$ cat src/rtl/twos_comp_decoder_pkg.sv
// Shared types and constants for the bit-serial two's-complement decoder.
package twos_pkg;

  typedef enum logic [1:0] {
    IDLE,
    CONVERT,
    DONE
  } state_t;

  localparam int DEF_WIDTH = 5;

  // Counter must hold WIDTH-1; a width of 1 covers the WIDTH=2 corner.
  function automatic int cnt_width(input int w);
    return (w <= 2) ? 1 : $clog2(w);
  endfunction

endpackage

$ cat src/rtl/twos_comp_decoder_serial_negate_cell.sv
// One LSB-first negation step: copy bits up to the first 1, then invert. Purely combinational.
module serial_negate_cell (
  input  logic b,
  input  logic negate,
  input  logic seen_one,
  output logic out_bit,
  output logic seen_one_next
);

  assign out_bit       = (negate && seen_one) ? ~b : b;
  assign seen_one_next = seen_one | b;

endmodule

$ cat src/rtl/twos_comp_decoder.sv
// Signed-to-sign/magnitude converter, one bit per clock, result WIDTH cycles after accept, held until out_ready.
// Optional TWOS_DECODE_SAT_EN saturates the most negative input and flags it on overflow.
module twos_comp_decoder
  import twos_pkg::*;
#(
  parameter int WIDTH = DEF_WIDTH
) (
  input  logic             clk,
  input  logic             rst,
  input  logic [WIDTH-1:0] number,
  input  logic             in_valid,
  output logic             in_ready,
  output logic [WIDTH-1:0] magnitude,
  output logic             is_negative,
  output logic             out_valid,
  input  logic             out_ready
`ifdef TWOS_DECODE_SAT_EN
  ,
  output logic             overflow
`endif
);

  localparam int CW = cnt_width(WIDTH);

  state_t           state;
  logic [WIDTH-1:0] shreg;
  logic [CW-1:0]    cnt;
  logic             seen_one;
  logic             out_bit;
  logic             seen_one_next;
  logic [WIDTH-1:0] mag_next;

`ifdef TWOS_DECODE_SAT_EN
  localparam logic [WIDTH-1:0] MOST_NEG = {1'b1, {(WIDTH-1){1'b0}}};
  logic sat_flag;

  // Only meaningful while the result is presented.
  assign overflow = sat_flag & out_valid;
`endif

  serial_negate_cell u_cell (
    .b             (shreg[0]),
    .negate        (is_negative),
    .seen_one      (seen_one),
    .out_bit       (out_bit),
    .seen_one_next (seen_one_next)
  );

  assign mag_next = {out_bit, magnitude[WIDTH-1:1]};

  always_ff @(posedge clk or posedge rst) begin
    if (rst) begin
      state       <= IDLE;
      shreg       <= '0;
      cnt         <= '0;
      seen_one    <= 1'b0;
      magnitude   <= '0;
      is_negative <= 1'b0;
      in_ready    <= 1'b1;
      out_valid   <= 1'b0;
`ifdef TWOS_DECODE_SAT_EN
      sat_flag    <= 1'b0;
`endif
    end else begin
      case (state)
        IDLE: begin
          if (in_valid && in_ready) begin
            shreg       <= number;
            is_negative <= number[WIDTH-1];
            seen_one    <= 1'b0;
            cnt         <= CW'(WIDTH - 1);
            in_ready    <= 1'b0;
            state       <= CONVERT;
`ifdef TWOS_DECODE_SAT_EN
            sat_flag    <= 1'b0;
`endif
          end
        end
        CONVERT: begin
          shreg     <= shreg >> 1;
          seen_one  <= seen_one_next;
          magnitude <= mag_next;
          cnt       <= cnt - 1'b1;
          if (cnt == '0) begin
            state     <= DONE;
            out_valid <= 1'b1;
`ifdef TWOS_DECODE_SAT_EN
            // Only a negative operand can produce a magnitude of 2^(WIDTH-1).
            if (is_negative && mag_next == MOST_NEG) begin
              magnitude <= ~MOST_NEG;
              sat_flag  <= 1'b1;
            end
`endif
          end
        end
        DONE: begin
          if (out_ready) begin
            out_valid <= 1'b0;
            in_ready  <= 1'b1;
            state     <= IDLE;
          end
        end
        default: begin
          out_valid <= 1'b0;
          in_ready  <= 1'b1;
          state     <= IDLE;
        end
      endcase
    end
  end

endmodule
$ cat config.mk
export PLATFORM = sky130hd
export DESIGN_NAME = twos_comp_decoder
export DESIGN_NICKNAME = d
export VERILOG_FILES = /design/src/rtl/twos_comp_decoder_pkg.sv /design/src/rtl/twos_comp_decoder_serial_negate_cell.sv /design/src/rtl/twos_comp_decoder.sv
export SDC_FILE = /design/constraint.sdc
export NUM_CORES = 1
export LEC_CHECK = 0
export BUFFER_PORTS_ARGS = -buffer_cell sky130_fd_sc_hd__buf_2
export CORE_ASPECT_RATIO = 0.8
export CORE_UTILIZATION = 46
export CTS_CLUSTER_DIAMETER = 30
export DETAILED_ROUTE_END_ITERATION = 6
export HOLD_SLACK_MARGIN = 0.12
export PLACE_DENSITY = 0.72
export SLEW_MARGIN = 20
export SYNTH_ARGS = -nofsm -noshare
export SYNTH_HDL_FRONTEND = slang
export SYNTH_SLANG_ARGS = --single-unit
$ cat constraint.sdc
create_clock -name clk -period 1.2 [get_ports clk]
set_input_delay 0.24 -clock clk [delete_from_list [all_inputs] [get_ports clk]]
set_output_delay 0.24 -clock clk [all_outputs]
set_load 0.01 [all_outputs]
==> After elaboration in Yosys (flattened, before gate mapping) <==
Cells that the tools add are included.
{ "totals": {"reg_bits": 19, "wordCells": 44, "output_inout_bits": 8, "input_bits": 9} }
{ "op_classes": {"n_addsub": 1, "bitwise": 4, "n_eq_ne": 5, "mux": 16, "n_reduce_logical": 10} }
{ "op_table": {"columns": ["operator", "n"], "rows": [
  ["5-bit one-hot mux with 2 select lines", 1],
  ["3-bit AND reduction", 3],
  ["2-bit 2-to-1 mux", 3],
  ["2-bit inequality test (second input constant)", 3],
  ["1-bit one-hot mux with 3 select lines", 2],
  ["2-bit one-hot mux with 3 select lines", 1],
  ["3-bit one-hot mux with 2 select lines", 1],
  ["1-bit 2-to-1 mux", 5],
  ["5-bit 2-to-1 mux", 1],
  ["2-bit AND reduction", 2],
  ["3-bit zero test", 1],
  ["3-bit 2-to-1 mux", 1],
  ["1-bit inverter", 3],
  ["3-bit by 1-bit subtractor with 3-bit output (second input constant)", 1],
  ["2-bit by 1-bit == test with 1-bit output (second input constant)", 1],
  ["2-bit == test (second input constant)", 1],
  ["1-bit logical AND", 2],
  ["2-bit zero test", 1],
  ["1-bit one-hot mux with 2 select lines", 1],
  ["2-bit nonzero test", 1],
  ["1-bit bitwise OR", 1]
]} }

==> Longest topological paths before layout <==
Gate-level depths: netlist of run 1.
{ "logic_depth": {"word_depth": 3, "depth_mapped": 5, "mapped_depth_nobuf": 5} }

==> Hierarchy <==
A second synthesis of run 1 with hierarchy kept.
{ "unflattened": {"hier_cells": 84, "hier_area_um2": 843.3} }
{ "by_module_without_submodules": {"columns": ["module", "n_inst", "seq_area_each_um2", "area_per_inst_um2", "cells_each"], "rows": [
  ["twos_comp_decoder", 1, 476.7, 824.5, 81],
  ["serial_negate_cell", 1, 0.0, 18.8, 3]
]} }

==> Worst setup path after synthesis of run 1 <==
No wires, ideal clock.
{ "synth_path": {"kind": "flip-flop to flip-flop", "from": "register in_ready", "to": "register shreg[0]", "t_arrival_ps": 1010, "path_buffers": 1, "synth_period_minus_slack_ps": 1131, "path_stages_with_launch": 5, "path_slack_ps": 69, "required_time_ps": 1079, "cell_sequence": "dfstp_2 nand4bb_1 buf_4 o22ai_1 nor2_1"} }
{ "synth_via": {"elab_chain_cells": 3} }
{ "synth_rtl": {"columns": ["item", "line", "source"], "rows": [
  ["start, declared", "twos_comp_decoder.sv:12", "output logic in_ready,"],
  ["start signal, assigned", "twos_comp_decoder.sv:59", "in_ready <= 1'b1;"],
  ["start signal, assigned", "twos_comp_decoder.sv:72", "in_ready <= 1'b0;"],
  ["start signal, assigned", "twos_comp_decoder.sv:99", "in_ready <= 1'b1;"],
  ["1-bit logical AND", "twos_comp_decoder.sv:67", "if (in_valid && in_ready) begin"],
  ["2-bit inequality test (no line)", null, null],
  ["2-bit AND reduction (no line)", null, null],
  ["end signal, assigned", "twos_comp_decoder.sv:68", "shreg <= number;"],
  ["end signal, assigned", "twos_comp_decoder.sv:80", "shreg <= shreg >> 1;"],
  ["end, declared", "twos_comp_decoder.sv:26", "logic [WIDTH-1:0] shreg;"]
]} }
Every way passes these cells.
A chain may end at the register's enable or synchronous reset.

==> Worst setup path after layout of run 1 <==
{ "layout_path": {"from": "register in_ready", "to": "output port in_ready"} }
No word-level cell between the ends.

==> impl_metrics.json, run 1 <==
{
  "die_area_um2": 2020,
  "endpoint": "in_ready",
  "drv_cap": 0,
  "cts_num_sinks": 19,
  "synth-seq-cells": 19,
  "routedWlPerCell_um": 12.9,
  "die_x_um": 50.0,
  "cts_tree": "yes",
  "worstSkewPairLatency_ns": 0.30,
  "switching_power_mw": 0.928,
  "die_y_um": 40.4,
  "start_kind": "flip-flop",
  "drv_slew": 0,
  "start_util_pct": 50.7,
  "antenna_found_initial": 0,
  "hold_viol": 0,
  "avgSynthCellArea_um2": 9.88,
  "p_int_mw": 1.60,
  "area_growth_pct": 29.7,
  "period_share_pct": 102,
  "holdWs_ns": 0.151,
  "fin_cells": 135,
  "nFillCells": 130,
  "max-vdd-ir-drop_mv": 1.30,
  "synth_cells": 86,
  "ant_nets": 0,
  "cts_root_buffer": "clkbuf_4",
  "clkPwrFrac_pct": 12.7,
  "violations": "setup timing",
  "ys_types": 21,
  "crit_cells": 1,
  "synthesis.area_um2": 850,
  "drt_wl_total_um": 1740,
  "status": "finished, violations left",
  "path_cells": "buf_6",
  "drc": 0,
  "finalWorstSetupSlack_ns": -0.0187,
  "gp_congestion": 0.765,
  "dr.pass1.iters": 4,
  "multi_input_area_um2": 350,
  "cp-end-kind": "primary output",
  "htreeDepth": 1,
  "drive_above_1_share_pct": 37.2,
  "io_pins": 17,
  "max_stage_delay_ns": 0.58,
  "reg2reg_depth": 4,
  "yosysTopAreaCell": "dfrtp_1",
  "max-slew-margin-rel_pct": 76.7,
  "fin_nets": 125,
  "grt_first_pass_wirelength_um": 2540,
  "skew_ns": 0.00553,
  "path_buf_inv": 1,
  "hp-class": "in -> reg",
  "yosys_warnings": 0,
  "crit_arrival_ns": 0.98,
  "grt_pass1_vias": 580,
  "num_rows": 13,
  "ys_seq_area_share_pct": 56.1,
  "finalSetupViolations": 1,
  "clk_transition_reported_paths_ns": 0.10,
  "r2r-end": "shreg[1]",
  "vias_per_cell": 4.98,
  "pwr-share-seq_pct": 43.0,
  "dp_cells": 127,
  "place_ws_ns": 0.0383,
  "post-route-min-period_ns": 1.22,
  "crit_required_ns": 0.96,
  "rrSetupSlack_ns": 0.05,
  "cts_made_buffers": 3,
  "dp_hpwl_um": 1150,
  "fmax_mhz": 821,
  "regToRegStartpoint": "in_ready",
  "critPathTopFamily": "flip-flops",
  "finalPower_mw": 2.53,
  "worstMarginPinSlew_ns": 0.349,
  "port_buffers": 16,
  "syn_nets": 97,
  "num_antenna_cells": 0,
  "grt_overflow": 0,
  "cts_buffer_depth": 2,
  "rsz0062_at_grt": "yes",
  "fin_tns_setup_ns": -0.0187,
  "drt_iter0_markers": 15,
  "power_density_nw_per_um2": 2290,
  "slowest_stage": "dfstp_2",
  "cp-startpoint": "in_ready",
  "grt_max_degree": 19,
  "leakage_nw": 0.549,
  "worstSetupPathType": "reg -> out",
  "seqCellArea_um2": 478,
  "p_sw_share_pct": 36.7,
  "synth_top_cell_area_share_pct": 53.0,
  "grt_use_total_pct": 18.7,
  "vias": 672,
  "coreArea_um2": 1680,
  "comb_power_share_pct": 44.3,
  "synthTopCellsByArea": "dfrtp_1 (53%), nand2_1 (9.3%), dfstp_2 (3.1%), nor2_1 (3.1%), o21ai_2 (3.1%)",
  "cp_max_fo": 4
}
==> cells by family after synthesis <==
group                      Yosys count  synth area share (%)
and+or+nand+nor                     41                  22.5
DFF                                 19                  56.1
AOI/OAI and AO/OA                   15                  10.8
buffers and inverters                8                  6.63
adders and majority gates            2                  2.95
xor gates and xnor gates             1                  1.03
==> worst reg2reg max path, delay by kind of cell, from the launching register on <==
kind	cells	cell delay (ns)
flip-flops	1	0.58
AND/OR/NAND/NOR	2	0.18
AO/OA/AOI/OAI	1	0.13
buffers and inverters	1	0.16
==> cells in the final DEF (no fill, tap or decap), drive strengths merged <==
master        n
buf          25
nand2        21
dfrtp        18
o21ai         8
nor2          7
nor3          5
clkbuf        5
inv           4
o22ai         4
nand3         3
a21oi         3
nand2b        2
ha            2
and4bb        1
nand4bb       1
xor2          1
nor2b         1
dlygate4sd3   1
dfstp         1
==> routing by layer <==
metal / wire, um / share of wire, % / GRT usage [%] / vias to the layer above
met1: 817 / 47 / 23.0 / 317
met3: 54 / 3.1 / 6.82 / 4
met2: 832 / 48 / 29.0 / 11
met5: 0 / 0 / 0 / -
met4: 34 / 2.0 / 10.7 / 0
li1: - / - / - / 340
==> power groups by stage <==
stage          sequential [mW]  combinational (mW)  clock (mW)
2_1_floorplan             1.11               0.623           0
3_3_place_gp              1.07               0.923           0
3_5_place_dp              1.08               0.953           0
4_1_cts                   1.07               0.971       0.332
5_1_grt                   1.12                1.26       0.363
6_report                  1.09                1.12       0.321
==> stage by stage <==
stage / util (%) / instance area, um2
after floorplan: - / 850
after global placement: 58.6 / 981
after detailed placement: 58.6 / 981
after CTS: 61.5 / 1030
after global routing: 65.8 / 1100
final: 65.8 / 1100
==> flip-flops by register name, summed over array words and instances (netlist names) <==
name         cells
shreg            5
seen_one         1
state            2
in_ready         1
cnt              3
out_valid        1
is_negative      1
magnitude        5
==> area by class of cell <==
type	count	area share, %
clock buffers	4	2.38
inverters	4	1.36
multi-input cells	59	31.8
flip-flops and latches	19	43.4
well taps	22	2.50
repair buffers	27	18.6
==> worst min path at each step <==
stage	start	to	slack [ns]	cells after the start
finish	number[4]	is_negative	0.15	3
global route	number[4]	is_negative	0.16	3
CTS	number[4]	is_negative	0.14	3
detailed placement	rst	cnt[1]	0.21	2
global placement	rst	cnt[0]	0.21	2
floorplan	rst	cnt[0]	0.19	1
==> timing repair <==
| action | 4_1_cts | 5_1_grt |
|---|---|---|
| gates resized for setup | 1 | 10 |
| pin swaps | 0 | 0 |
| endpoints found under the setup margin | 1 | 7 |
| setup buffers | 1 | 1 |
| cloned | 0 | 1 |
| hold buffers | 1 | 0 |
| hold endpoints to repair | 7 | 0 |
==> cell usage after synthesis <==
| library cell | count |
|---|---|
| buf_4 | 2 |
| o22ai_1 | 4 |
| o21ai_0 | 4 |
| buf_6 | 1 |
| nand2b_1 | 2 |
| nand2_1 | 21 |
| xor2_1 | 1 |
| o21ai_2 | 3 |
| nand4bb_1 | 1 |
| nor2b_1 | 1 |
| and4bb_4 | 1 |
| a21oi_1 | 3 |
| dfrtp_1 | 18 |
| nand3_1 | 3 |
| dfstp_2 | 1 |
| nor3_1 | 5 |
| ha_1 | 2 |
| inv_1 | 4 |
| o21ai_1 | 1 |
| nor2_1 | 7 |
| buf_8 | 1 |
No activity file was read; power rests on OpenSTA's default activity.
==> inputs of run 2 (changes only) <==
Settings changed: BUFFER_PORTS_ARGS -buffer_cell sky130_fd_sc_hd__buf_2 to -buffer_cell sky130_fd_sc_hd__buf_4.
==> impl_metrics.json, run 2 (same netlist as run 1, synthesis figures left out) <==
{
  "routedWlPerCell_um": 13.1,
  "violations": "setup timing",
  "die_y_um": 40.4,
  "mostFrequentLayoutCell": "buf_4",
  "period_share_pct": 102,
  "skew_ns": 0.00599,
  "worstSkewPairLatency_ns": 0.29,
  "vias": 662,
  "finalSetupViolations": 4,
  "drive_above_1_share_pct": 35.7,
  "fin_tns_setup_ns": -0.0437,
  "htreeDepth": 1,
  "final_cell_mix": "buf_4 (22), nand2_1 (21), dfrtp_1 (18)",
  "drv_cap": 0,
  "postLayoutCoreUtil_pct": 66.2,
  "grt_first_pass_wirelength_um": 2900,
  "max-vdd-ir-drop_mv": 1.71,
  "fin_area_um2": 1110,
  "status": "finished, violations left",
  "ant_nets": 0,
  "holdWs_ns": 0.164,
  "post-route-min-period_ns": 1.23,
  "grt_max_degree": 20,
  "drv_slew": 0,
  "power_density_nw_per_um2": 2280,
  "drc": 0,
  "area_growth_pct": 30.5,
  "nFillCells": 128,
  "hp-class": "in -> reg",
  "finalPower_mw": 2.53,
  "hold_viol": 0,
  "fmax_mhz": 815,
  "dr.pass1.iters": 4,
  "dpl_cell_area_um2": 1010,
  "start_kind": "flip-flop",
  "max-slew-margin-rel_pct": 76.7,
  "cts_buffer_depth": 2,
  "path_cells": "buf_6",
  "cts_num_sinks": 19,
  "io_pins": 17,
  "antenna_found_initial": 0,
  "crit_arrival_ns": 0.99,
  "die_area_um2": 2020,
  "grt_overflow": 0,
  "dp_hpwl_um": 1200,
  "reg.largest.list": "magnitude x5, shreg x5, cnt x3",
  "path_buf_inv": 1,
  "num_antenna_cells": 0,
  "worstMarginPinSlew_ns": 0.348,
  "slowest_stage": "dfstp_2",
  "leakage_nw": 0.537,
  "fin_cells": 134,
  "gp_congestion": 0.764,
  "clk_transition_reported_paths_ns": 0.09,
  "start_util_pct": 50.7,
  "cts_tree": "yes",
  "coreArea_um2": 1680,
  "finalWorstSetupSlack_ns": -0.0267,
  "die_x_um": 50.0,
  "drt_wl_total_um": 1750,
  "fin_nets": 124,
  "cp_max_fo": 5,
  "cts_root_buffer": "clkbuf_4",
  "drt_iter0_markers": 18,
  "vias_per_cell": 4.94,
  "place_ws_ns": -0.0147,
  "grt_use_total_pct": 20.5,
  "worstSetupPathType": "reg -> out",
  "grt_pass1_vias": 613,
  "dp_cells": 127,
  "reg2reg_depth": 4,
  "cp-end-kind": "primary output",
  "crit_required_ns": 0.96,
  "hold_depth": 3,
  "num_rows": 13,
  "crit_cells": 1,
  "critPathTopFamily": "flip-flops",
  "port_buffers": 16,
  "rsz0062_at_grt": "yes",
  "max_stage_delay_ns": 0.59,
  "cts_made_buffers": 3
}
run 2: report_power, final:
group / switching (mW) / internal [mW]
clock network: 0.183 / 0.129
logic: 0.546 / 0.579
registers: 0.190 / 0.900
total: 0.920 / 1.61
run 2: layer usage:
metal | track usage [%] | up-vias | routed length [um]
met5 | 0 | - | 0
met4 | 6.43 | 0 | 13
met3 | 5.68 | 2 | 60
met2 | 33.0 | 11 | 799
met1 | 27.4 | 311 | 878
li1 | - | 338 | -
run 2: timing repair:
item                                    CTS  global route
gates cloned                              0             1
setup buffers                             0             1
hold buffers                              1             0
endpoints found under the setup margin    3             8
gates resized for setup                   4             7
hold endpoints to repair                 18             0
pin swaps                                 0             4
run 2: worst paths after layout:
check                        startpoint           end  slack [ns]
hold reg to reg            magnitude[0]  magnitude[0]        0.49
max in group asynchronous           rst      in_ready        0.42
min in group asynchronous           rst  magnitude[0]        0.51
hold / removal                number[4]   is_negative        0.16
setup reg to reg               in_ready      shreg[0]       -0.01
setup / recovery               in_ready      in_ready       -0.03
run 2: final cells by class:
cell class	instances	area [um2]	share of cell area, %
Timing Repair Buffer	26	203	18.3
Tap cell	22	27.5	2.48
Multi-Input combinational cell	59	360	32.5
Inverter	4	15.0	1.35
Sequential cell	19	477	43.0
Clock buffer	4	26.3	2.37
